### src/rtl/sweep_register_file.sv
// Register file with a hardwired-zero entry, per-register pending-write (busy) flags and a
// self-clearing sweep after reset or ClrReq. Define REGFILE_BYPASS_EN to forward BusW to same-cycle reads.
module sweep_register_file #(
  parameter int DATA_W   = 64,
  parameter int ADDR_W   = 5,
  parameter int ZERO_REG = 2**ADDR_W-1
) (
  input  logic              Clk,
  input  logic              Rst_n,
  input  logic [ADDR_W-1:0] RA,
  input  logic [ADDR_W-1:0] RB,
  output logic [DATA_W-1:0] BusA,
  output logic [DATA_W-1:0] BusB,
  output logic              BusyA,
  output logic              BusyB,
  input  logic [ADDR_W-1:0] RW,
  input  logic [DATA_W-1:0] BusW,
  input  logic              RegWr,
  input  logic              RsvEn,
  input  logic [ADDR_W-1:0] RsvReg,
  input  logic              ClrReq,
  output logic              Ready
);
  localparam int DEPTH = 2**ADDR_W;
  localparam logic [ADDR_W-1:0] ZERO_IDX = ADDR_W'(ZERO_REG);
  localparam logic [ADDR_W-1:0] LAST_IDX = ADDR_W'(DEPTH-1);

  typedef enum logic {CLEAR, READY} state_t;

  state_t            state;
  logic [ADDR_W-1:0] cnt;
  logic [DEPTH-1:0]  busy;
  logic [DEPTH-1:0]  busy_nxt;
  logic [DATA_W-1:0] regs [DEPTH];
  logic              wr_ok;
  logic              rsv_ok;

  assign wr_ok  = (state == READY) && RegWr && (RW != ZERO_IDX);
  assign rsv_ok = (state == READY) && RsvEn && (RsvReg != ZERO_IDX);

  // Reserve is applied after the write-clear so a same-register reserve wins.
  always_comb begin
    busy_nxt = busy;
    if (wr_ok)  busy_nxt[RW]     = 1'b0;
    if (rsv_ok) busy_nxt[RsvReg] = 1'b1;
  end

  always_ff @(posedge Clk or negedge Rst_n) begin
    if (!Rst_n) begin
      state <= CLEAR;
      cnt   <= '0;
      busy  <= '0;
      Ready <= 1'b0;
    end else if (ClrReq) begin
      state <= CLEAR;
      cnt   <= '0;
      busy  <= '0;
      Ready <= 1'b0;
    end else begin
      case (state)
        CLEAR: begin
          if (cnt == LAST_IDX) begin
            state <= READY;
            Ready <= 1'b1;
            cnt   <= '0;
          end else begin
            cnt <= cnt + ADDR_W'(1);
          end
        end
        READY: busy <= busy_nxt;
        default: state <= CLEAR;
      endcase
    end
  end

  // Storage has no reset; the sweep zeroes one entry per cycle instead.
  always_ff @(posedge Clk) begin
    if (state == CLEAR)
      regs[cnt] <= '0;
    else if (wr_ok)
      regs[RW] <= BusW;
  end

  always_comb begin
    BusA  = '0;
    BusB  = '0;
    BusyA = 1'b0;
    BusyB = 1'b0;
    if (state == READY) begin
      if (RA != ZERO_IDX) BusA = regs[RA];
      if (RB != ZERO_IDX) BusB = regs[RB];
`ifdef REGFILE_BYPASS_EN
      if (wr_ok && (RW == RA)) BusA = BusW;
      if (wr_ok && (RW == RB)) BusB = BusW;
`endif
      BusyA = busy[RA];
      BusyB = busy[RB];
    end
  end

endmodule

### config.mk
export PLATFORM = sky130hd
export DESIGN_NAME = sweep_register_file
export DESIGN_NICKNAME = d
export VERILOG_FILES = /design/src/rtl/sweep_register_file.sv
export SDC_FILE = /design/constraint.sdc
export NUM_CORES = 2
export LEC_CHECK = 0
export BUFFER_PORTS_ARGS = -buffer_cell sky130_fd_sc_hd__buf_2
export CELL_PAD_IN_SITES_DETAIL_PLACEMENT = 0
export CELL_PAD_IN_SITES_GLOBAL_PLACEMENT = 2
export CORE_ASPECT_RATIO = 1.75
export CORE_UTILIZATION = 50
export CTS_CLUSTER_DIAMETER = 80
export DETAILED_ROUTE_END_ITERATION = 10
export PLACE_DENSITY_LB_ADDON = 0.1
export SLEW_MARGIN = 20
export SYNTH_ARGS = -nofsm -noshare
export SYNTH_HDL_FRONTEND = slang
export SYNTH_SLANG_ARGS = --single-unit
### constraint.sdc
create_clock -name Clk -period 10.2 [get_ports Clk]
set_input_delay 2.04 -clock Clk [delete_from_list [all_inputs] [get_ports Clk]]
set_output_delay 2.04 -clock Clk [all_outputs]
set_load 0.005 [all_outputs]
Word level (Yosys, flattened, before mapping)
Memory sizes are Yosys's and may differ from the RTL's.
Cells that the tools add are included.
Word-level totals
  register bits after elaboration: 39
  RAM bits: 2048
  input port bits: 89
  memories: 1
Cells by class
  add/subtract/negate cells: 1
  $lt $le $gt $ge: 6
  equality and inequality tests: 6
  muxes and demuxes: 34
  bitwise logic cells: 3
  reductions and logical operators: 10
Memory list
  regs: words 32, bits a word 64, rd ports 2, clocked after memory_dff 0, write ports 1, RTL line 34  | logic [DATA_W-1:0] regs [DEPTH];
Operators with widths (number)
  2-to-1 mux 64 bit: 5
  2-to-1 mux 32 bit: 4
  OR reduction 64 bit: 1
  bitwise AND 32 bit: 1
  NOT 32 bit: 1
  bitwise OR 32 bit: 1
  less-than comparator 5 x 6 -> 1 bit (second input constant): 4
  2-to-1 mux 5 bit: 4
  inequality test 5 bit (second input constant): 4
  2-to-1 mux 1 bit: 17
  binary-select mux 1 bit (select 5 bit): 2
  demux 1 bit (select 5 bit): 2
  >= comparator 5 x 1 -> 1 bit (second input constant): 2
  logical AND 1 bit: 6
  adder 5 x 1 -> 5 bit (second input constant): 1
  == test 5 bit (second input constant): 1
  nonzero test 2 bit: 2
  inequality test 2 bit (second input constant): 1
  AND reduction 2 bit: 1

Longest topological paths before layout
  word-level depth: 11
  mapped depth: 8
  mapped depth without buffers: 6

Least setup slack after synthesis
OpenSTA, ideal clock, no wires.
  kind: input to register
  start: input port RW[2]
  end: memory regs[0][0], enable pin
  library setup time: 0.644 ns
  arrival time: 9.095 ns
  path slack: 0.461 ns
  stages: 5
  buffers on the path: 1
  path through: buf_2 -> nand3_1 -> o21ai_2 -> mux2_2 -> nor4_1
Between the ends
  word-level cells in the longest chain between the ends: 7
  elaborated cells on any way between the ends: 8
  those cells by class: 1 x eq/ne; 5 x mux; 2 x reduce/logical
RTL lines
  start: declaration: RTL line 16  | input logic [ADDR_W-1:0] RW,
  inequality test 5 bit: RTL line 38  | assign wr_ok = (state == READY) && RegWr && (RW != ZERO_IDX);
  logical AND 1 bit: RTL line 38
  2-to-1 mux 1 bit: RTL line 80  | else if (wr_ok)
  2-to-1 mux 1 bit: RTL line 78  | if (state == CLEAR)
  2-to-1 mux 1 bit (implied by the code): RTL line 81  | regs[RW] <= BusW;
  OR reduction 64 bit (no source line)
  2-to-1 mux 5 bit (no source line) / 2-to-1 mux 1 bit (equally long branches)
  end: declaration: RTL line 34
Parallel ways exist; a longest one is shown, timed or not.

Worst setup path after layout
  start: input port RB[0]
  end: output port BusB[39]
Between the ends
  word-level cells in the longest chain between the ends: 3
  elaborated cells on any way between the ends: 4
  those cells by class: 1 x eq/ne; 2 x mux; 1 x memory
RTL lines
  start: declaration: RTL line 11  | input logic [ADDR_W-1:0] RB,
  memory (32 x 64 bit) / inequality test 5 bit (equally long branches)
  2-to-1 mux 64 bit *: RTL line 91  | if (RB != ZERO_IDX) BusB = regs[RB];
  2-to-1 mux 64 bit *: RTL line 89  | if (state == READY) begin
  end: declaration: RTL line 13  | output logic [DATA_W-1:0] BusB,
Mark *: on every way between the ends. The rest lies on a longest branch, timed or not.

==> metrics <==
status complete, no violations; switching power 0.003848 W; H-tree depth 4; DRT iter0 DRCs 5,109; synthesized instance count 4,611; r2r setup slk 5.93 ns; fraction of layout cells with a size suffix above 1 34.42%; setup ws final 3.189 ns; nets 4,864; vias in the first global route 55,548; final setup vio count 0; initial antenna violation count 14; Setup TNS 0 ns; CTS Hold Bufs 0; Finished Cell Area 107,600 sq um; CP Max Fanout 60; hpwl dp 152.1 mm; Sw Share 21.62%; routed wl met2 157.6 mm; area delta synth->final 10.71%; Primary FF master, synth edfxtp_1; FF-to-FF path depth 7; Leakage 37.45 nW; root buf cell clkbuf_16; Synth Register Bits 2,087; first-pass GRT wire length 416.2 mm; Syn Nets 4,702; Total Power 0.01780 W; Final Max Tran Viols 0; Total GRT Usage 30.65%; share of total power in combinational logic 6.2%; crit share post-route 68.74%; latest clock arrival within the worst-skew pair 0.85 ns; FMAX 0.1426 GHz; top sig layer met5; CP Capture Type output port; Slew headroom 23.50%; Routed wire per std cell 39.65 um; Reg power frac 52.9%; Startpoint Class input pin; Ys Warns 0; Pint 0.01395 W; Critical Path RT 8.16 ns; starting density of the core 50.43%; post-synthesis cell type count 53; setup bufs post-CTS 0; vias per cell 6.987; Worst Tran Pin Value 1.145 ns; clk buf depth 4; Metal-1 WL 108.1 mm; via count 52,422; Worst Skew 0.02755 ns; Avg Cell Area, Syn 21.07 sq um; area post-placement 101,400 sq um; Worst-path clk slew 0.07 ns; core area 192,700 sq um; most frequent cells in the layout 2,048 x edfxtp_1, 1,040 x mux4_2, 522 x mux2i_1; chip height 585.2 um; met3 routed WL 20.34 mm; EDFF count, synth 2,048; maximum VDD drop 0.1507 mV; DRC Markers 0; Setup Crit Path Kind in -> out; post-route ant nets 0; PortBufs 219; class of the worst hold path reg -> reg; Power Density 165.5 nW/um^2; commonest non-fill, non-tap cell in the layout edfxtp_1; fillers 14,570; chip width 335.2 um; CTS tree built; Final Critical Period 7.011 ns; IO Pins 220; # Max-Cap Violations 0; Rows 213; Num CTS Buffers 197; Setup WS pre-CTS 3.139 ns; routability cong. 0.7806; Synth Cell Area 97,170 sq um; CTS sink cnt 2,087; sequential share of the synthesized area 64.30%; Routed WL 297.5 mm; Async SR Flop Fraction 1.869%; first-pass detailed-route iteration total 7; post_cts resized 0; largest net degree at the start of global routing 132; WHS Path Cells 2; Clk network pwr share 40.9%; CP Data Arrival Time 4.97 ns; DIE AREA 196,200 sq um; Finished Core Util 55.83%; Hold Vio Cnt, Final 0; RSZ-0062 raised after global routing false; grt total ovfl 0
-- power groups by stage --
stage	Combinational, W	Clock [W]	Sequential, W
floorplan	0.000802	0	0.00959
global placement	0.00112	0	0.00959
detailed placement	0.00112	0	0.00960
CTS	0.00112	0.00737	0.00941
global route	0.00116	0.00764	0.00942
finish	0.00110	0.00728	0.00941
-- path summary, 6_finish.rpt --
kind | to | startpoint
max | BusB[39] | RB[0]
min | Ready | Ready
max reg2reg | regs[29][34] | state
min reg2reg | Ready | Ready
max in group asynchronous | busy[9] | Rst_n
min in group asynchronous | Ready | Rst_n
-- metrics by stage --
| stage | hold WS (ns) | std cells |
|---|---|---|
| after global placement | 0.5095 | 7152 |
| after detailed placement | 0.4890 | 7153 |
| after global routing | 0.5209 | 7501 |
| final | 0.5045 | 7503 |
| after floorplan | 0.4758 | 4611 |
| after CTS | 0.5058 | 7498 |
-- layout make-up --
| cell class | count | area (sq um) | share of cell area (%) |
|---|---|---|---|
| inverter | 9 | 41.29 | 0.03838 |
| sequential | 2087 | 62470 | 58.08 |
| timing repair buffer | 334 | 2565 | 2.384 |
| clock inverter | 114 | 1051 | 0.9770 |
| multi-input combinational | 2144 | 33080 | 30.75 |
| tap | 2580 | 3228 | 3.001 |
| antenna | 4 | 10.01 | 0.009305 |
| clock buffer | 231 | 5121 | 4.761 |
-- registers in the layout, indices dropped and copies added, names as in the netlist --
register and cells:
state 1, cnt 5, regs 2048, Ready 1, busy 32
-- layer usage --
metal	up-vias	track usage, %
met3	535	4.111
met4	8	10.67
met1	29007	38.57
met5	-	0
li1	20613	-
met2	2259	54.39
-- logic make-up (layout without fill, tap and decap cells) --
kind of cell | after synthesis | after routing | synth area share (%)
compound gates | 353 | 353 | 2.909
fa+ha+maj | 2 | 2 | 0.02575
buf+inv | 380 | 688 | 1.944
flops | 2087 | 2087 | 64.30
mux | 1564 | 1564 | 29.51
other cells | 0 | 4 | 0
simple gates | 225 | 225 | 1.317
-- cell usage after synthesis, drive strengths merged, types with 2 or more instances --
library cell / count / share of area [%]
a211oi: 2 / 0.015
edfxtp: 2048 / 63
nor4: 5 / 0.032
nor3b: 2 / 0.015
or3: 3 / 0.019
nand4: 4 / 0.026
nand3: 16 / 0.082
ha: 2 / 0.026
mux2: 2 / 0.023
o21ai: 56 / 0.29
mux2i: 522 / 5.4
buf: 253 / 1.5
o22a: 129 / 1.2
nand2: 24 / 0.093
mux4: 1040 / 24
nor3: 11 / 0.057
o41ai: 2 / 0.018
a32oi: 3 / 0.027
nand3b: 6 / 0.046
and3: 6 / 0.039
nand2b: 7 / 0.045
a21oi: 13 / 0.071
o32ai: 4 / 0.036
inv: 9 / 0.035
nor2: 26 / 0.10
nor2b: 39 / 0.25
o2111ai: 2 / 0.018
a31oi: 3 / 0.019
clkbuf: 118 / 0.46
and2: 69 / 0.44
dfrtp: 39 / 1.0
nand4b: 2 / 0.018
and4: 2 / 0.018
o221ai: 129 / 1.2
-- worst max-delay path, stage by stage --
cell and delay [ns]:
buf_8 0.51, buf_12 0.48, mux4_2 0.60, mux2i_1 0.14
o22a_1 0.27, o221ai_1 0.40, buf_2 0.28
(Power assumes the default switching activity.)
